### src/rtl/shift_sequencer_if.sv
// Request, shifter-drive and result bus of shift_sequencer.
// slave = sequencer side, master = surrounding environment side.
interface shift_sequencer_if;
  logic        in_valid;
  logic        in_ready;
  logic [31:0] in_data;
  logic [4:0]  in_amt;
  logic        in_dir;
  logic [1:0]  in_op;
  logic [31:0] sh_A;
  logic        sh_d;
  logic [4:0]  sh_amt;
  logic [31:0] sh_result;
  logic        out_valid;
  logic        out_ready;
  logic [31:0] out_data;

  modport slave (
    input  in_valid, in_data, in_amt, in_dir, in_op, sh_result, out_ready,
    output in_ready, sh_A, sh_d, sh_amt, out_valid, out_data
  );

  modport master (
    output in_valid, in_data, in_amt, in_dir, in_op, sh_result, out_ready,
    input  in_ready, sh_A, sh_d, sh_amt, out_valid, out_data
  );
endinterface

### src/rtl/shift_sequencer.sv
// Sequential front-end for the 32-bit combinational barrel shifter.
// SHIFT takes one pass; ROTATE takes two passes whose results are OR-ed.
module shift_sequencer #(
  parameter int unsigned CNT_W = 16
) (
  input  logic              clock,
  input  logic              reset_n,
  shift_sequencer_if.slave  bus,
  output logic              busy,
  output logic [CNT_W-1:0]  op_count
);

  typedef enum logic [1:0] {
    S_IDLE  = 2'd0,
    S_PASS1 = 2'd1,
    S_PASS2 = 2'd2,
    S_DONE  = 2'd3
  } state_t;

  state_t           r_state;
  state_t           w_next;
  logic [31:0]      r_data;
  logic [4:0]       r_amt;
  logic             r_dir;
  logic [1:0]       r_op;
  logic [31:0]      r_acc;
  logic [CNT_W-1:0] r_cnt;

  logic             w_in_ready;
  logic             w_is_rot;
  logic [4:0]       w_amt_comp;
  logic [31:0]      w_sh_A;
  logic             w_sh_d;
  logic [4:0]       w_sh_amt;

  assign w_in_ready = (r_state == S_IDLE) && reset_n;
  assign w_is_rot   = (r_op == 2'b01);
  // 32 - amt modulo 32; amt is nonzero whenever this is used
  assign w_amt_comp = 5'd0 - r_amt;

  // State, operand latch, accumulator and completion counter
  always_ff @(posedge clock) begin
    if (!reset_n) begin
      r_state <= S_IDLE;
      r_data  <= '0;
      r_amt   <= '0;
      r_dir   <= 1'b0;
      r_op    <= '0;
      r_acc   <= '0;
      r_cnt   <= '0;
    end else begin
      r_state <= w_next;
      case (r_state)
        S_IDLE: begin
          if (bus.in_valid && w_in_ready) begin
            r_data <= bus.in_data;
            r_amt  <= bus.in_amt;
            r_dir  <= bus.in_dir;
            r_op   <= bus.in_op;
          end
        end
        S_PASS1: r_acc <= bus.sh_result;
        S_PASS2: r_acc <= r_acc | bus.sh_result;
        S_DONE: begin
          if (bus.out_ready) r_cnt <= r_cnt + 1'b1;
        end
        default: ;
      endcase
    end
  end

  // Next-state and shifter drive
  always_comb begin
    w_next   = r_state;
    w_sh_A   = '0;
    w_sh_d   = 1'b0;
    w_sh_amt = '0;
    case (r_state)
      S_IDLE: begin
        if (bus.in_valid && w_in_ready) w_next = S_PASS1;
      end
      S_PASS1: begin
        w_sh_A   = r_data;
        w_sh_d   = r_dir;
        w_sh_amt = r_amt;
        w_next   = (w_is_rot && (r_amt != 5'd0)) ? S_PASS2 : S_DONE;
      end
      S_PASS2: begin
        w_sh_A   = r_data;
        w_sh_d   = ~r_dir;
        w_sh_amt = w_amt_comp;
        w_next   = S_DONE;
      end
      S_DONE: begin
        if (bus.out_ready) w_next = S_IDLE;
      end
      default: w_next = S_IDLE;
    endcase
  end

  assign bus.in_ready  = w_in_ready;
  assign bus.sh_A      = w_sh_A;
  assign bus.sh_d      = w_sh_d;
  assign bus.sh_amt    = w_sh_amt;
  assign bus.out_valid = (r_state == S_DONE);
  assign bus.out_data  = r_acc;
  assign busy          = (r_state != S_IDLE);
  assign op_count      = r_cnt;

endmodule

### src/flat_wrapper.sv
// flat-port wrapper written by rule: the top's interface ports become plain ports
module shift_sequencer_flat 
#(
  parameter int unsigned CNT_W = 16
)
  (clock, reset_n, busy, op_count, bus_in_valid, bus_in_data, bus_in_amt, bus_in_dir, bus_in_op, bus_sh_result, bus_out_ready, bus_in_ready, bus_sh_A, bus_sh_d, bus_sh_amt, bus_out_valid, bus_out_data);
  shift_sequencer_if bus_i ();
  input  logic clock;
  input  logic reset_n;
  output logic busy;
  output logic [CNT_W-1:0] op_count;
  input wire logic [$bits(bus_i.in_valid)-1:0] bus_in_valid;
  input wire logic [$bits(bus_i.in_data)-1:0] bus_in_data;
  input wire logic [$bits(bus_i.in_amt)-1:0] bus_in_amt;
  input wire logic [$bits(bus_i.in_dir)-1:0] bus_in_dir;
  input wire logic [$bits(bus_i.in_op)-1:0] bus_in_op;
  input wire logic [$bits(bus_i.sh_result)-1:0] bus_sh_result;
  input wire logic [$bits(bus_i.out_ready)-1:0] bus_out_ready;
  output wire logic [$bits(bus_i.in_ready)-1:0] bus_in_ready;
  output wire logic [$bits(bus_i.sh_A)-1:0] bus_sh_A;
  output wire logic [$bits(bus_i.sh_d)-1:0] bus_sh_d;
  output wire logic [$bits(bus_i.sh_amt)-1:0] bus_sh_amt;
  output wire logic [$bits(bus_i.out_valid)-1:0] bus_out_valid;
  output wire logic [$bits(bus_i.out_data)-1:0] bus_out_data;
  assign bus_i.in_valid = bus_in_valid;
  assign bus_i.in_data = bus_in_data;
  assign bus_i.in_amt = bus_in_amt;
  assign bus_i.in_dir = bus_in_dir;
  assign bus_i.in_op = bus_in_op;
  assign bus_i.sh_result = bus_sh_result;
  assign bus_i.out_ready = bus_out_ready;
  assign bus_in_ready = bus_i.in_ready;
  assign bus_sh_A = bus_i.sh_A;
  assign bus_sh_d = bus_i.sh_d;
  assign bus_sh_amt = bus_i.sh_amt;
  assign bus_out_valid = bus_i.out_valid;
  assign bus_out_data = bus_i.out_data;
  shift_sequencer #(.CNT_W(CNT_W)) u_core (.clock(clock), .reset_n(reset_n), .bus(bus_i), .busy(busy), .op_count(op_count));
endmodule
### config.mk
export PLATFORM = sky130hd
export DESIGN_NAME = shift_sequencer_flat
export DESIGN_NICKNAME = d
export VERILOG_FILES = /design/src/rtl/shift_sequencer_if.sv /design/src/rtl/shift_sequencer.sv /design/src/flat_wrapper.sv
export SDC_FILE = /design/constraint.sdc
export NUM_CORES = 1
export LEC_CHECK = 0
export BUFFER_PORTS_ARGS = -buffer_cell sky130_fd_sc_hd__buf_2
export CAP_MARGIN = 5
export CORE_MARGIN = 3
export CORE_UTILIZATION = 50
export DETAILED_ROUTE_END_ITERATION = 6
export PLACE_DENSITY = 0.91
export RECOVER_POWER = 100
export SLEW_MARGIN = 15
export SYNTH_ARGS = -nofsm -noshare
export SYNTH_HDL_FRONTEND = slang
export SYNTH_SLANG_ARGS = --single-unit
### constraint.sdc
create_clock -name clock -period 4.05 [get_ports clock]
set_input_delay 0.81 -clock clock [delete_from_list [all_inputs] [get_ports clock]]
set_output_delay 0.81 -clock clock [all_outputs]
set_load 0.1 [all_outputs]
[Yosys cells after proc, flatten, opt, wreduce, memory -nomap -nowiden]
Cells that the tools add are included.
Word-level totals
  bits in registers: 90
  word-level logic and storage cells: 36
Operators by class
  add/subtract/negate cells: 2
  equal/unequal tests: 6
  muxes and demuxes: 8
  bitwise gates (word level): 2
  reductions and logical operators: 11
Operator list (count)
  case mux 32 bit (2 select lines): 1
  two-way mux 32 bit: 1
  bitwise OR 32 bit: 1
  adder 16 x 1 -> 16 bit, second input constant: 1
  case mux 5 bit (2 select lines): 1
  case mux 2 bit (4 select lines): 1
  AND reduction 2 bit: 3
  nonzero test 5 bit: 1
  subtractor 1 x 5 -> 5 bit, first input constant: 1
  == test 2 x 1 -> 1 bit, second input constant: 2
  == test 2 bit, second input constant: 2
  two-way mux 2 bit: 2
  != test 2 bit, second input constant: 2
  nonzero test 2 bit: 2
  logical AND 1 bit: 3
  logical NOT 2 bit: 1
  case mux 1 bit (2 select lines): 1
  OR reduction 2 bit: 1
  two-way mux 1 bit: 1
  inverter 1 bit: 1

[Logic depth before layout (Yosys ltp)]
Gate-level depths: netlist of the first run.
  depth in word-level cells: 5
  gate-level depth with buffers: 7

[Worst setup path after synthesis of the first run]
No wires, ideal clock.
  kind: input -> output
  start point: input reset_n
  end point: output bus_in_ready
  data arrival time: 2.600 ns
  required time: 3.240 ns
  setup slack: 0.640 ns
  stages: 4
  cells stage by stage: buf_2 clkinv_1 clkbuf_1 nor2_1
On the way
  word-level cells in the longest chain between the ends: 1
RTL lines
  from (decl): RTL line flat_wrapper.sv:9  | input logic reset_n;
  logical AND 1 bit: RTL line shift_sequencer.sv:36  | assign w_in_ready = (r_state == S_IDLE) && reset_n;
  to (decl): RTL line flat_wrapper.sv:19  | output wire logic [$bits(bus_i.in_ready)-1:0] bus_in_ready;
No other way between the ends.

[Worst setup path after layout of the first run]
  start point: register u_core.r_state[0]
  end point: output bus_sh_amt[0]
On the way
  word-level cells in the longest chain between the ends: 2
RTL lines
  from (decl): RTL line shift_sequencer.sv:20  | state_t r_state;
  from (signal assigned): RTL line shift_sequencer.sv:52  | r_state <= w_next;
  == test 2 bit / == test 2 x 1 -> 1 bit (equally long branches): RTL line shift_sequencer.sv:78  | case (r_state)
  case mux 5 bit (2 select lines) (*): RTL line shift_sequencer.sv:78
  to (decl): RTL line flat_wrapper.sv:22  | output wire logic [$bits(bus_i.sh_amt)-1:0] bus_sh_amt;
Every way passes the cells marked *; elsewhere a longest branch is shown, timed or not.

==> results.ini, run 1 <==
[pwr]
switching_share = 0.5681
p_leak_uw = 0.001999
power.switching_uw = 2486
share_clk_of_total_power = 0.153
vdd_ir_drop_max_v = 0.0007431
power.internal_uw = 1891
comb_power_share = 0.568
pwr_density_cell_nw_per_um2 = 934.1
seqPwrFrac = 0.279

[layout]
finalNonFillerCells = 691
filler_cell_count = 624
ff_latch_area_um2 = 1802
nNetsFinal = 675
final_cell_mix = dfxtp_1, nand2_1, buf_2, clkbuf_1, nor2_1
layout.cells.most_common = dfxtp_1
final_layout_size_suffix_gt1_frac = 0.2185
multi_input_gate_area_in_the_final_layout_um2 = 1722
antenna_cells_inserted = 0
syn2layout_area_growth_pct = 27.04

[die]
rows = 30
floorplan.die_area_um2 = 8444
height_of_the_chip_um = 91.89
core-area_um2 = 6982
ioPinCount = 165
initial_core_utilization = 0.5283
floorplan.die.width_um = 91.89

[sta]
period_minus_slack_ns = 3.331
timing.slew.headroom = -0.3928
fin_worst_skew_ns = 0.007513
timing.fmax_ghz = 0.3002
final.period_utilization = 0.8226
rsz_0062_raised_after_global_routing = no
hold_violations = 0
worst-slew-pin-transition_ns = 2.089
drv_slew = 52
setup-tns-final_ns = 0
report.final.setup_viol = 0

[min_path]
holdPathStages = 2
hold_path_startpoint = u_core.r_data[24]
hold_class = reg2reg
hold_end = u_core.r_data[24]

[synth]
synth_cell_type_count = 37
post_synth_fa_ha_maj_area_fraction = 0.02714
sequential_cell_area_fraction_in_the_yosys_report = 0.4885
share_of_the_synthesized_netlist_area_taken_by_xor_and_xnor_gates = 0.02374
syn_inst_count = 442
post_synth.cell_area_avg_um2 = 8.345
synth_area_leaders = dfxtp_1, nand2_1, a22oi_1
synth_compound_area_frac = 0.1496
ys_seq_elements = 90
synth.top_cell.area_share = 0.4885
yosysTopAreaCell = dfxtp_1
main_combinational_cell_family_by_area_after_synthesis = simple AND/OR/NAND/NOR gates
synth.mux.area_fraction = 0.01391
syn_area_um2 = 3689
synth_simple_gate_area_frac = 0.2541
synthesis.yosys.warnings = 0
synthesis.nets = 526

[drt]
detail_routed_via_count_per_cell = 5.119
post_drt_wl_per_cell_um = 13.50
postRouteWirelength_mm = 9.326
remaining_drc_errors = 0
num_vias = 3537
final_antenna_net_count = 0
drtPass1Iterations = 4
first_iter_violations = 176

[place]
gp_routability_congestion = 0.7862
detailed_place_hpwl_mm = 6.746
dp.cells = 676
numPortBuffers = 164

[grt]
antenna_found_initial = 0
wire_length_of_the_first_global_routing_pass_mm = 15.26
grt_max_degree = 52
track_usage = 0.2189
first_global_vias = 3357
gr-total-overflow = 0

[status]
violations = max-capacitance violations, max-slew violations
result_of_the_run = finished with violations

[clock_tree]
tritoncts.num_buffers = 9
worstSkewPairLatency_ns = 0.33
cts_tree = built
clk_path_buf_depth = 2
worst_setup_hold_path_clk_slew_ns = 0.08
clock-root-buffer = clkbuf_8
htree_num_levels = 3
hold_buffers = 0
cts_repair_resize_count = 0
post_cts.repair.setup_buffers = 0
numClockSinks = 90

[critical_path]
rr_startpoint = u_core.r_state[0]
critPathRequiredTime_ns = 3.24
criticalPathCategory = reg2out
regToRegEndpoint = u_core.bus.out_data[15]
worstPathMaxFanout = 40
worst_setup_path_start_kind = flop
ff2ff_setup_slack_ns = 1.17
worst-r2r-cell-count = 6
arrival_ns = 2.52
worst_setup_path_end_kind = output pin

[job]
maxCapViolations = 1

state kept, by name, indices dropped and copies added (netlist names):
register / flops
u_core.bus.out_data: 32
u_core.r_data: 32
u_core.op_count: 16
u_core.r_amt: 5
u_core.r_op: 2
u_core.r_state: 2
u_core.r_dir: 1
cell type report:
cell class / count / area share
flip-flops and latches: 90 / 0.3845
multi-input cells: 310 / 0.3674
repair buffers: 169 / 0.1669
clock buffers: 13 / 0.03391
well taps: 96 / 0.02563
clock inverters: 2 / 0.01282
inverters: 11 / 0.008812
worst max-delay path, cell delays in order (launching register included):
cell	delay (ns)
dfxtp_1	0.37
inv_1	0.11
ha_1	0.94
o211a_1	0.29
clkbuf_2	0.46
synthesized netlist by cell type:
cell type / count
nand3_1: 4
inv_1: 10
or2_1: 1
nand2b_1: 3
o21ai_0: 39
nor3b_1: 2
o211ai_1: 2
o31ai_1: 5
mux2_2: 1
o31a_1: 1
dfxtp_1: 90
nor2b_1: 5
and2_1: 33
and4_1: 1
mux2i_1: 4
xnor2_1: 5
o211a_1: 1
nor2_1: 44
nand4_2: 1
buf_2: 1
a211oi_1: 1
a22oi_1: 34
or4_1: 3
xor2_1: 5
clkbuf_1: 30
a21oi_1: 3
nand3_2: 1
clkinv_1: 1
nand2_1: 89
a21o_1: 1
nor3_1: 4
nor4_1: 2
nand4_1: 3
and3_1: 1
nor4b_1: 2
or4_4: 1
ha_1: 8
metal layers:
metal / GRT usage / vias up / wire length [um]
li1: - / 1772 / -
met1: 0.2481 / 1630 / 3760
met2: 0.3996 / 126 / 4850
met3: 0.04758 / 9 / 585
met4: 0.08168 / 0 / 130
met5: 0 / - / 0
through the flow:
step | power, uW | area [um^2] | setup WS, ns | utilization | hold WS, ns
CTS | 4460 | 4787 | 0.9318 | 0.6857 | 0.4575
global placement | 3732 | 4568 | 1.243 | 0.6543 | 0.4399
floorplan | 3360 | 3689 | 0.6403 | - | 0.4314
detailed placement | 3790 | 4568 | 1.131 | 0.6543 | 0.4459
global route | 4600 | 4686 | 0.4958 | 0.6711 | 0.4788
finish | 4377 | 4686 | 0.7186 | 0.6711 | 0.4542
power groups by stage:
stage / Sequential (uW) / Combinational (uW) / Clock, uW
2_1_floorplan: 2080 / 1290 / 0
3_3_place_gp: 1220 / 2510 / 0
3_5_place_dp: 1230 / 2560 / 0
4_1_cts: 1220 / 2560 / 683
5_1_grt: 1240 / 2630 / 721
6_report: 1220 / 2490 / 668
cells by family (layout without fill, tap and decap cells):
kind of cell	count (synthesis)	in the layout
buf+inv	42	195
xor+xnor	10	10
simple gates	200	200
fa+ha+maj	8	8
compound gates	87	87
flops	90	90
mux	5	5
how the worst max path moves through the flow:
stage | from | end | slack, ns | cells past startpoint
3_5_place_dp | u_core.r_state[1] | u_core.bus.out_data[15] | 1.13 | 6
3_3_place_gp | u_core.r_state[1] | u_core.bus.out_data[11] | 1.24 | 6
2_1_floorplan | reset_n | bus_in_ready | 0.64 | 4
6_report | u_core.r_state[0] | bus_sh_amt[0] | 0.72 | 4
4_1_cts | u_core.r_state[0] | bus_sh_amt[3] | 0.93 | 7
5_1_grt | u_core.r_state[0] | bus_sh_amt[0] | 0.50 | 4
Power figures use the tool's default switching activity.
==> run 2: changes to the inputs <==
CORE_UTILIZATION = 47   (was 50)
PLACE_DENSITY = 0.87   (was 0.91)
clock period = 3.2 ns   (was 4.05 ns; I/O delays follow)
==> results.ini, run 2 (same netlist as run 1, synthesis figures left out) <==
[status]
result_of_the_run = finished clean  ; was finished with violations

[grt]
grt_busiest_layer = met2  ; unchanged
antenna_found_initial = 0  ; unchanged
grt_max_degree = 81  ; was 52
first_global_vias = 3369  ; was 3357
grt.met3_usage = 0.04143  ; was 0.04758
grtUsageMet1 = 0.2320  ; was 0.2481
gr-total-overflow = 0  ; unchanged
track_usage = 0.1990  ; was 0.2189
wire_length_of_the_first_global_routing_pass_mm = 14.48  ; was 15.26 mm
grtUsageMet2 = 0.3505  ; was 0.3996

[drt]
final_antenna_net_count = 0  ; unchanged
num_vias = 3528  ; was 3537
remaining_drc_errors = 0  ; unchanged
detail_routed_via_count_per_cell = 5.076  ; was 5.119
first_iter_violations = 173  ; was 176
post_drt_wl_per_cell_um = 13.14  ; was 13.50 um
drtPass1Iterations = 4  ; unchanged
postRouteWirelength_mm = 9.132  ; was 9.326 mm

[layout]
syn2layout_area_growth_pct = 27.34  ; was 27.04%
filler_cell_count = 676  ; was 624
finalCoreUtilization = 0.6307  ; was 0.6711
final_cell_mix = dfxtp_1, nand2_1, buf_2, clkbuf_1, nor2_1  ; unchanged
final_layout_size_suffix_gt1_frac = 0.2299  ; was 0.2185
antenna_cells_inserted = 0  ; unchanged
nNetsFinal = 675  ; unchanged
layout.cells.most_common = dfxtp_1  ; unchanged

[place]
detailed_place_hpwl_mm = 6.431  ; was 6.746 mm
numPortBuffers = 164  ; unchanged
gp_routability_congestion = 0.7617  ; was 0.7862

[critical_path]
critPathRequiredTime_ns = 2.56  ; was 3.24 ns
criticalPathCategory = reg2out  ; unchanged
ff2ff_setup_slack_ns = 0.91  ; was 1.17 ns
arrival_ns = 2.33  ; was 2.52 ns
worst_setup_path_end_kind = output pin  ; unchanged
worst_setup_path_start_kind = flop  ; unchanged
worstPathMaxFanout = 44  ; was 40

[clock_tree]
htree_num_levels = 3  ; unchanged
hold_buffers = 0  ; unchanged
cts_tree = built  ; unchanged
tritoncts.num_buffers = 9  ; unchanged
worst_setup_hold_path_clk_slew_ns = 0.09  ; was 0.08 ns
worstSkewPairLatency_ns = 0.34  ; was 0.33 ns
cts_repair_resize_count = 0  ; unchanged
clk_path_buf_depth = 2  ; unchanged
numClockSinks = 90  ; unchanged
post_cts.repair.setup_buffers = 0  ; unchanged
clock-root-buffer = clkbuf_8  ; unchanged

[sta]
period_minus_slack_ns = 2.971
final.period_utilization = 0.9285
drv_slew = 0  ; was 52
timing.slew.headroom = 0.1561  ; was -0.3928
setup-tns-final_ns = 0  ; unchanged
rsz_0062_raised_after_global_routing = no  ; unchanged
hold_violations = 0  ; unchanged
worst-slew-pin-transition_ns = 1.266  ; was 2.089 ns
report.final.setup_viol = 0  ; unchanged
timing.fmax_ghz = 0.3366
fin_worst_skew_ns = 0.006473  ; was 0.007513 ns

[die]
initial_core_utilization = 0.4953  ; was 0.5283
core-area_um2 = 7447  ; was 6982 um^2
height_of_the_chip_um = 94.59  ; was 91.89 um
rows = 31  ; was 30
floorplan.die_area_um2 = 8947  ; was 8444 um^2
ioPinCount = 165  ; unchanged
floorplan.die.width_um = 94.59  ; was 91.89 um

[pwr]
p_total_uw = 5550  ; was 4377 uW
vdd_ir_drop_max_v = 0.0007921  ; was 0.0007431 V
pwr_density_cell_nw_per_um2 = 1182  ; was 934.1 nW/um^2
p_leak_uw = 0.002006  ; was 0.001999 uW

[job]
maxCapViolations = 0  ; was 1

[min_path]
hold_class = reg2reg  ; unchanged

==> run 2: final timing paths <==
kind | startpoint | to | cells past startpoint
setup / recovery | u_core.r_state[1] | bus_sh_amt[1] | 4
hold / removal | u_core.r_data[27] | u_core.r_data[27] | 2
setup reg to reg | u_core.r_state[1] | u_core.bus.out_data[2] | 6
hold reg to reg | u_core.r_data[27] | u_core.r_data[27] | 2
==> run 2: report_power, final <==
| group | switching [uW] | internal, uW |
|---|---|---|
| Combinational | 2640 | 534 |
| Sequential | 148 | 1390 |
| Clock | 395 | 443 |
| Total | 3180 | 2370 |
==> run 2: cell type report <==
cell class / instances / area [um^2] / area share
well taps: 99 / 123.9 / 0.02637
clock inverters: 6 / 90.09 / 0.01918
multi-input cells: 310 / 1723 / 0.3668
repair buffers: 169 / 789.5 / 0.1681
clock buffers: 10 / 127.6 / 0.02717
flip-flops and latches: 90 / 1802 / 0.3836
inverters: 11 / 41.29 / 0.008791
==> run 2: stage by stage <==
step / area, um^2 / instances / hold slack [ns] / setup WS, ns
after global placement: 4572 / 679 / 0.4405 / 0.7409
after global routing: 4697 / 695 / 0.4750 / 0.07277
final: 4697 / 695 / 0.4612 / 0.2289
after detailed placement: 4572 / 679 / 0.4503 / 0.6579
after CTS: 4790 / 695 / 0.4631 / 0.2789
after floorplan: 3689 / 442 / 0.4314 / 0.02996
==> run 2: critical path, cell delays in order, from the launching register on <==
cell      delay, ns
dfxtp_1        0.40
inv_1          0.11
ha_2           0.74
nor2b_1        0.25
clkbuf_2       0.48
==> run 2: routing by layer <==
layer,part of all wire,wire length [um]
met1,0.42,3812
met2,0.50,4548
met3,0.066,600
met4,0.019,171
met5,0,0
